$ cat src/rtl/team_06_audio_pkg.sv
// Shared types and helpers for the team_06 audio effects chain.
// The soft-clip curve lives here so every stage agrees on its shape.
package team_06_audio_pkg;

    typedef enum logic [1:0] {
        BYPASS = 2'b00,
        SOFT   = 2'b01,
        HARD   = 2'b10
    } mode_t;

    localparam int MID = 128;

    // Knee-compressed deviation: slope 1/2**shift above the knee, capped at max_dev.
    function automatic logic [31:0] soft_dev(
        input logic [31:0] d,
        input logic [31:0] knee,
        input int unsigned shift,
        input logic [31:0] max_dev
    );
        logic [31:0] t;
        t = knee + ((d - knee) >> shift);
        if (d <= knee) return d;
        return (t > max_dev) ? max_dev : t;
    endfunction

endpackage

$ cat src/rtl/team_06_clip_hold.sv
// One channel's clip-indicator hold counter.
// A load restarts the full hold time; the LED is on while the count is nonzero.
module team_06_clip_hold #(
    parameter int HOLD = 1024
) (
    input  logic clk,
    input  logic rst,
    input  logic load_i,
    output logic led_o
);

    localparam int CNTW = $clog2(HOLD + 1);

    logic [CNTW-1:0] cnt_q;
    logic [CNTW-1:0] cnt_d;

    always_comb begin
        cnt_d = cnt_q;
        if (load_i) begin
            cnt_d = CNTW'(HOLD);
        end else if (cnt_q != '0) begin
            cnt_d = cnt_q - CNTW'(1);
        end
    end

    always_ff @(posedge clk or posedge rst) begin
        if (rst) begin
            cnt_q <= '0;
        end else begin
            cnt_q <= cnt_d;
        end
    end

    assign led_o = (cnt_q != '0);

endmodule

$ cat src/rtl/team_06_soft_clip_pipe.sv
// Two-stage soft clipper on an offset-binary valid/ready sample stream.
// S1 folds the sample to sign/deviation; S2 shapes the deviation and rebuilds it.
module team_06_soft_clip_pipe
    import team_06_audio_pkg::*;
#(
    parameter int WIDTH    = 8,
    parameter int NCH      = 2,
    parameter int SHIFT    = 2,
    parameter int MAX_DEV  = 60,
    parameter int KNEE_RST = 40,
    parameter int HOLD     = 1024,
    parameter int CW       = (NCH > 1) ? $clog2(NCH) : 1
) (
    input  logic             clk,
    input  logic             rst,
    input  logic [1:0]       mode,
    input  logic             cfg_we,
    input  logic [WIDTH-2:0] knee_in,
    input  logic             in_valid,
    output logic             in_ready,
    input  logic [WIDTH-1:0] in_sample,
    input  logic [CW-1:0]    in_ch,
    output logic             out_valid,
    input  logic             out_ready,
    output logic [WIDTH-1:0] out_sample,
    output logic [CW-1:0]    out_ch,
    output logic [NCH-1:0]   clip_led
);

    localparam int MIDV = 1 << (WIDTH - 1);

    logic [WIDTH-2:0] knee_q;
    logic [WIDTH-2:0] knee_d;

    logic             s1_valid_q;
    logic             s1_sign_q;
    logic [WIDTH-1:0] s1_d_q;
    logic [CW-1:0]    s1_ch_q;
    logic [1:0]       s1_mode_q;
    logic [WIDTH-2:0] s1_knee_q;

    logic             s1_sign_d;
    logic [WIDTH-1:0] s1_d_d;
    logic [WIDTH:0]   x_x;
    logic [WIDTH:0]   mid_x;
    logic [WIDTH:0]   diff;

    logic             s2_valid_q;
    logic [WIDTH-1:0] s2_out_q;
    logic [CW-1:0]    s2_ch_q;
    logic             s2_clip_q;

    logic [31:0]      e32;
    logic [WIDTH-1:0] e_d;
    logic [WIDTH:0]   sum;
    logic [WIDTH-1:0] s2_out_d;
    logic             s2_clip_d;

    logic             adv;
    logic             xfer;
    logic             unused_bits;

    // The whole pipe moves together; a stalled output freezes both stages.
    assign adv      = !s2_valid_q || out_ready;
    assign in_ready = adv;
    assign xfer     = s2_valid_q && out_ready;

    assign knee_d = (32'(knee_in) > 32'(MAX_DEV))
                  ? (WIDTH-1)'(MAX_DEV) : knee_in;

    always_ff @(posedge clk or posedge rst) begin
        if (rst) begin
            knee_q <= (WIDTH-1)'(KNEE_RST);
        end else if (cfg_we) begin
            knee_q <= knee_d;
        end
    end

    assign x_x       = {1'b0, in_sample};
    assign mid_x     = (WIDTH+1)'(MIDV);
    assign s1_sign_d = (in_sample >= WIDTH'(MIDV));
    assign diff      = s1_sign_d ? (x_x - mid_x) : (mid_x - x_x);
    assign s1_d_d    = diff[WIDTH-1:0];

    always_ff @(posedge clk or posedge rst) begin
        if (rst) begin
            s1_valid_q <= 1'b0;
            s1_sign_q  <= 1'b0;
            s1_d_q     <= '0;
            s1_ch_q    <= '0;
            s1_mode_q  <= '0;
            s1_knee_q  <= '0;
        end else if (adv) begin
            s1_valid_q <= in_valid;
            if (in_valid) begin
                s1_sign_q <= s1_sign_d;
                s1_d_q    <= s1_d_d;
                s1_ch_q   <= in_ch;
                s1_mode_q <= mode;
                s1_knee_q <= knee_q;
            end
        end
    end

    always_comb begin
        e32 = 32'(s1_d_q);
        case (s1_mode_q)
            SOFT: e32 = soft_dev(32'(s1_d_q), 32'(s1_knee_q),
                                 SHIFT, 32'(MAX_DEV));
            HARD: e32 = (32'(s1_d_q) < 32'(s1_knee_q))
                      ? 32'(s1_d_q) : 32'(s1_knee_q);
            default: e32 = 32'(s1_d_q);
        endcase
    end

    assign e_d       = e32[WIDTH-1:0];
    assign sum       = s1_sign_q ? (mid_x + {1'b0, e_d})
                                 : (mid_x - {1'b0, e_d});
    assign s2_out_d  = sum[WIDTH-1:0];
    assign s2_clip_d = (e_d != s1_d_q);

    always_ff @(posedge clk or posedge rst) begin
        if (rst) begin
            s2_valid_q <= 1'b0;
            s2_out_q   <= WIDTH'(MIDV);
            s2_ch_q    <= '0;
            s2_clip_q  <= 1'b0;
        end else if (adv) begin
            s2_valid_q <= s1_valid_q;
            if (s1_valid_q) begin
                s2_out_q  <= s2_out_d;
                s2_ch_q   <= s1_ch_q;
                s2_clip_q <= s2_clip_d;
            end
        end
    end

    assign out_valid  = s2_valid_q;
    assign out_sample = s2_out_q;
    assign out_ch     = s2_ch_q;

    // Tags outside 0..NCH-1 match no counter, so their clips never light a LED.
    for (genvar g = 0; g < NCH; g++) begin : g_hold
        team_06_clip_hold #(
            .HOLD (HOLD)
        ) u_hold (
            .clk    (clk),
            .rst    (rst),
            .load_i (xfer && s2_clip_q && (s2_ch_q == CW'(g))),
            .led_o  (clip_led[g])
        );
    end

    assign unused_bits = ^{diff[WIDTH], sum[WIDTH], e32[31:WIDTH]};

endmodule

$ cat config.mk
export PLATFORM = sky130hd
export DESIGN_NAME = team_06_soft_clip_pipe
export DESIGN_NICKNAME = d
export VERILOG_FILES = /design/src/rtl/team_06_audio_pkg.sv /design/src/rtl/team_06_clip_hold.sv /design/src/rtl/team_06_soft_clip_pipe.sv
export SDC_FILE = /design/constraint.sdc
export NUM_CORES = 1
export LEC_CHECK = 0
export CAP_MARGIN = 20
export CORE_UTILIZATION = 40
export DETAILED_ROUTE_END_ITERATION = 7
export GPL_ROUTABILITY_DRIVEN = 0
export SYNTH_ARGS = -nofsm -noshare
export SYNTH_HDL_FRONTEND = slang
export SYNTH_SLANG_ARGS = --single-unit
$ cat constraint.sdc
create_clock -name clk -period 10.4 [get_ports clk]
set_input_delay 2.08 -clock clk [delete_from_list [all_inputs] [get_ports clk]]
set_output_delay 2.08 -clock clk [all_outputs]
set_load 0.01 [all_outputs]
Word-level counts from Yosys, hierarchy flattened --
Index checks and enable logic that the tools add are counted.
Cells by class: bitwise gates (word level) 1, $mul 0, $lt $le $gt $ge 5, muxes and demuxes 14, add/sub/neg operators 8, shifts and indexed selects 0, reductions and logical operators 12, divide/modulo/power cells 0, eq/ne operators 3
Operators by type and width (count):
- 2-to-1 mux 8 bit | 6
- 2-to-1 mux 11 bit | 4
- adder 7 x 30 -> 31 bit | 1
- > comparator 31 x 6 -> 1 bit (second input constant) | 1
- nonzero test 11 bit | 2
- subtractor 11 x 1 -> 11 bit (second input constant) | 2
- one-hot mux 8 bit (2 select lines) | 1
- subtractor 8 bit (first input constant) | 2
- subtractor 8 x 7 -> 9 bit | 1
- adder 8 bit (first input constant) | 1
- >= comparator 8 bit (second input constant) | 1
- <= comparator 8 x 7 -> 1 bit | 1
- < comparator 8 x 7 -> 1 bit | 1
- != test 8 bit | 1
- subtractor 8 bit (second input constant) | 1
- > comparator 7 x 6 -> 1 bit (second input constant) | 1
- 2-to-1 mux 7 bit | 1
- logical AND 1 bit | 4
- AND reduction 2 bit | 2
- nonzero test 2 bit | 2
- == test 2 x 1 -> 1 bit (second input constant) | 1
- == test 2 bit (second input constant) | 1
- 2-to-1 mux 1 bit | 2
- zero test 1 bit | 1
- 2 further kinds | 2
Storage, ports and cells: input bits 23, memories 0, memory bits (writable) 0, bits in latches 0, word-level logic and storage cells 56, bits in read-only memories 0, register bits 60

Longest topological paths before layout --
depth after elaboration 8, gate-level depth with buffers 26, gate-level depth less buffers 26

Hierarchy --
A second synthesis with hierarchy kept.
Second synthesis, totals: cell total of the unflattened synthesis 492, area, all modules 4360.4 um^2
By module, submodules not included:
- team_06_soft_clip_pipe | cells each 376, times used 1, area each 3201.8 um^2, seq. area each 954.7 um^2
- team_06_clip_hold | cells each 58, times used 2, area each 579.3 um^2, seq. area each 275.3 um^2

Least setup slack after synthesis --
OpenSTA, ideal clock, no wires.
path type flip-flop to flip-flop, start point reg s1_knee_q[1], end point reg s2_out_q[4] (netlist: out_sample[4]), setup slack 4.826 ns, library setup time 0.082 ns, data required time 10.318 ns, arrival 5.492 ns, buffers on the path 1, cell stages (with the launch flop) 25, cell sequence dfrtp_1 -> inv_1 -> ha_1 -> nor2b_4 -> o31a_4 -> o41ai_1 -> nand2_1 -> inv_1 -> buf_2 -> ha_1 -> a21oi_1 -> a21oi_1 -> or3_2 -> ha_1 -> nand2_1 -> nor3_1 -> nand3_1 -> or4b_2 -> nor2_1 -> a31oi_1 -> ha_1 -> inv_1 -> a211oi_1 -> or3_1 -> a31oi_1
On the way: longest elaborated chain between the ends 8
RTL lines:
- from (decl) | line team_06_soft_clip_pipe.sv:40 | logic [WIDTH-2:0] s1_knee_q;
- from (signal assigned) | line team_06_soft_clip_pipe.sv:100 | s1_knee_q <= knee_q;
- subtractor 8 x 7 -> 9 bit | line team_06_audio_pkg.sv:21 | t = knee + ((d - knee) >> shift);
- adder 7 x 30 -> 31 bit | line team_06_audio_pkg.sv:21
- > comparator 31 x 6 -> 1 bit | line team_06_audio_pkg.sv:23 | return (t > max_dev) ? max_dev : t;
- 2-to-1 mux 8 bit (2 in series) | line team_06_audio_pkg.sv:23
- one-hot mux 8 bit (2 select lines) (*) | line team_06_soft_clip_pipe.sv:107 | case (s1_mode_q)
- subtractor 8 bit or adder 8 bit (tied branches) | line team_06_soft_clip_pipe.sv:118, team_06_soft_clip_pipe.sv:117
- 2-to-1 mux 8 bit (*) | line team_06_soft_clip_pipe.sv:117 | assign sum = s1_sign_q ? (mid_x + {1'b0, e_d})
- to (signal assigned) | line team_06_soft_clip_pipe.sv:125 | s2_out_q <= WIDTH'(MIDV);
- to (signal assigned) | line team_06_soft_clip_pipe.sv:131 | s2_out_q <= s2_out_d;
- to (decl) | line team_06_soft_clip_pipe.sv:49 | logic [WIDTH-1:0] s2_out_q;
Every way passes the cells marked *; elsewhere a longest branch is shown, timed or not. The select of a mux whose other input is x is not followed. A chain may end at the register's enable or synchronous reset.

Worst setup path in the final report --
Ends and elaborated chain as after synthesis.

==> results.toml <==
[worst_setup_path]
startpoint = "s1_knee_q[1]$_DFFE_PP0P_"
cp_num_cells = 24
crit_fanout = 25
cp_slowest_stage_delay_ns = 0.67
slowest_stage = "or4b_2"
r2r_slack_ns = 4.04
crit_buf_inv = 4
r2r-end = "out_sample[4]$_DFFE_PP0P_"
start_kind = "flip-flop"
cp-endpoint = "out_sample[4]$_DFFE_PP0P_"
critPathArrivalTime_ns = 6.62
required_ns = 10.66
path_cells = "inv_1 > ha_1 > nor2b_4 > o31a_4 > o41ai_1 > buf_4 > nand2_1 > inv_1 > ha_1 > a21oi_1 > a21oi_1 > or3_2 > ha_1 > nand2_1 > nor3_1 > nand3_1 > or4b_2 > nor2_1 > a31oi_1 > ha_1 > inv_1 > a211oi_1 > or3_1 > a31oi_1"
path_delay_family = "simple AND/OR/NAND/NOR gates"
rr_worst_depth = 24
cp_common_cell = "ha_1"
crit_type = "reg -> reg"
worstSetupEndpointType = "flip-flop"
timing.rr.start = "s1_knee_q[1]$_DFFE_PP0P_"

[place]
pre_cts_ws_ns = 4.12
dp.cells = 660
hpwl_um = 8320
placed_cell_area_um2 = 4890
io_buffers = 35

[floorplan]
fp.dieArea_um2 = 11600
core_um2 = 10800
pin_count = 36
die_h_um = 108
die_w_um = 108
initial_core_util = 0.411
num_rows = 38

[grt]
grtUsageMet3 = 0.0448
grt_use_met1 = 0.273
grt_pass1_vias = 3881
met2_usage = 0.323
gr-total-overflow = 0
grt_first_pass_wirelength_um = 18600
top_usage_layer = "met2"
grt_max_degree = 61
grt.total_usage = 0.206
antenna_found_initial = 0

[sta]
rsz0062_at_grt = "false"
finalSetupViolCount = 0
fmax_ghz = 0.157
finalWorstPathRequiredPeriod_ns = 6.36
setup_tns_ns = 0
finalClockSkew_ns = 0.00822
fin_crit_sh = 0.611
slew_viol_final = 0
hold-worst-slack_ns = 0.480
setup_slack_ns = 4.04
tightest_slew_ns = 0.931
max_slew_margin = 0.378
finalHoldViolCount = 0

[synthesis]
muxShareOfSynthArea = 0.0298
synthCells = 505
synth.distinct_cells = 79
synth_fa_ha_area_frac = 0.0915
syn_nets = 560
yosys.area_share.simple = 0.202
synthXorXnorAreaFrac = 0.0491
synth.avg_cell_area_um2 = 8.83
syn-cell-area_um2 = 4460
synthFlopType = "dfrtp_1"
synth-compound-area-share = 0.235
synth_edf_count = 0
synth_top_family_by_area = "compound AO/OA/AOI/OAI gates"
synth_seq_cells = 60
yosysWarnings = 0
ys_seq_area_frac = 0.338
async_reset_ff_frac = 1.00

[clocking]
clk_latency_ns = 0.34
clk_pin_slew_ns = 0.07
cts_num_sinks = 60
htree_num_levels = 3
post_cts_buffers = 0
cts_tree = "done"
ctsHoldBuffers = 0
root_buffer = "clkbuf_8"
cts_buffers = 9
cts-resized-gates = 0
clk_path_buf_depth = 2

[power]
vdd_ir_drop_max_mv = 0.139
p_leak_nw = 2.07
total_power_mw = 1.29
p_per_area_nw_per_um2 = 255

[detailed_routing]
wire_per_inst_um = 16.3
via_count = 3964
antenna_left = 0
wl_um = 11000
avgViaCountPerCell = 5.87
drc = 1
drt-initial-drc-count = 314
drt_first_pass_iters = 7

[finish]
utilization = 0.468
design_area_um2 = 5070
layout-drive-gt1-share = 0.101
syn_to_final_growth_pct = 13.8
instances_no_fill = 675
fillerInstances = 1085
antenna_cells = 0
num-nets-final = 586

[run_status]
status = "complete, but fails checks"
violations = "DRC"

[flow_run]
maxCapViolCount = 0

[hold_path]
hold_class = "reg -> reg"
-- cells in the final DEF, fill, tap and decap left out, drive strengths merged, types with 17 or more instances in the layout --
cell | Yosys | routed
o21ai | 31 | 31
clkdlybuf4s50 | 0 | 35
nor3 | 17 | 17
nor2 | 50 | 50
dfrtp | 57 | 57
a21oi | 23 | 23
ha | 31 | 31
xnor2 | 17 | 17
nand2 | 40 | 40
inv | 36 | 36
-- per-layer routing --
layer,vias to the layer above,wire length (um),share of wire
met1,1868,5090,0.46
li1,1921,-,-
met2,149,5050,0.46
met3,26,558,0.051
met5,-,0,0
met4,0,282,0.026
-- report_power, final --
group          switching [mW]  total (mW)  internal, mW
clock network          0.0860       0.202         0.116
logic                   0.409       0.715         0.306
registers              0.0688       0.374         0.306
total                   0.564        1.29         0.727
-- cells by family after synthesis --
kind of cell    count (synthesis)
compound gates                142
xor+xnor                       25
fa+ha+maj                      32
buf+inv                        58
flops                          60
mux                            12
simple gates                  176
-- worst reg2reg max path, stage by stage, from the launching register on --
cell	delay [ns]
dfrtp_1	0.45
inv_1	0.11
ha_1	0.29
nor2b_4	0.14
o31a_4	0.30
o41ai_1	0.25
buf_4	0.24
nand2_1	0.12
inv_1	0.62
ha_1	0.39
a21oi_1	0.12
a21oi_1	0.12
or3_2	0.44
ha_1	0.28
nand2_1	0.07
nor3_1	0.19
nand3_1	0.09
or4b_2	0.67
nor2_1	0.36
a31oi_1	0.18
ha_1	0.27
inv_1	0.07
a211oi_1	0.04
or3_1	0.31
a31oi_1	0.16
-- area by class of cell --
cell class / instances / area [um2] / area share
Sequential cell: 60 / 1510 / 0.297
Timing Repair Buffer: 37 / 365 / 0.0720
Inverter: 36 / 135 / 0.0266
Tap cell: 140 / 175 / 0.0345
Multi-Input combinational cell: 387 / 2710 / 0.534
Clock buffer: 13 / 149 / 0.0293
Clock inverter: 2 / 35.0 / 0.00691
-- how the worst min path moves through the flow --
stage | startpoint | endpoint | slack [ns] | cells after the start
5_1_grt | g_hold[0].u_hold.cnt_q[10]$_DFFE_PP0P_ | g_hold[0].u_hold.cnt_q[10]$_DFFE_PP0P_ | 0.50 | 1
3_5_place_dp | g_hold[1].u_hold.cnt_q[10]$_DFFE_PP0P_ | g_hold[1].u_hold.cnt_q[10]$_DFFE_PP0P_ | 0.47 | 1
2_1_floorplan | g_hold[0].u_hold.cnt_q[10]$_DFFE_PP0P_ | g_hold[0].u_hold.cnt_q[10]$_DFFE_PP0P_ | 0.44 | 1
4_1_cts | g_hold[1].u_hold.cnt_q[10]$_DFFE_PP0P_ | g_hold[1].u_hold.cnt_q[10]$_DFFE_PP0P_ | 0.49 | 1
6_report | g_hold[1].u_hold.cnt_q[10]$_DFFE_PP0P_ | g_hold[1].u_hold.cnt_q[10]$_DFFE_PP0P_ | 0.48 | 1
3_3_place_gp | g_hold[0].u_hold.cnt_q[10]$_DFFE_PP0P_ | g_hold[0].u_hold.cnt_q[10]$_DFFE_PP0P_ | 0.45 | 1
-- cell usage after synthesis, types with 3 or more instances --
cell type,instances,share of area
o22ai_1,3,0.0042
a31oi_1,8,0.011
or3_1,5,0.0070
xor2_1,8,0.016
a311oi_1,4,0.0079
xnor2_1,17,0.033
a211oi_1,11,0.019
o22a_1,5,0.0098
nand2_1,40,0.034
a22oi_1,4,0.0067
o2111ai_1,6,0.012
nor2_1,50,0.042
ha_1,31,0.087
dfstp_2,3,0.018
mux2_2,10,0.025
nor4_1,13,0.018
o211ai_1,4,0.0067
or4_1,4,0.0067
or2_2,4,0.0056
clkbuf_1,16,0.013
a21o_1,6,0.010
nand4_1,3,0.0042
o21ai_0,28,0.031
inv_1,36,0.030
o21a_1,4,0.0067
nand3_1,11,0.012
a21oi_1,22,0.025
nor2b_1,4,0.0056
o2bb2ai_1,3,0.0059
nand2b_1,3,0.0042
and2_1,3,0.0042
dfrtp_1,57,0.32
nor3_1,17,0.019
-- sequential cells by signal (all words and copies together), names as in the netlist --
signal / cells
knee_q: 7
s1_valid_q: 1
out_ch: 1
s1_sign_q: 1
out_sample: 8
s2_clip_q: 1
g_hold.u_hold.cnt_q: 22
out_valid: 1
s1_d_q: 8
s1_knee_q: 7
s1_mode_q: 2
s1_ch_q: 1
Note: power is estimated with default switching activity, not from simulation.
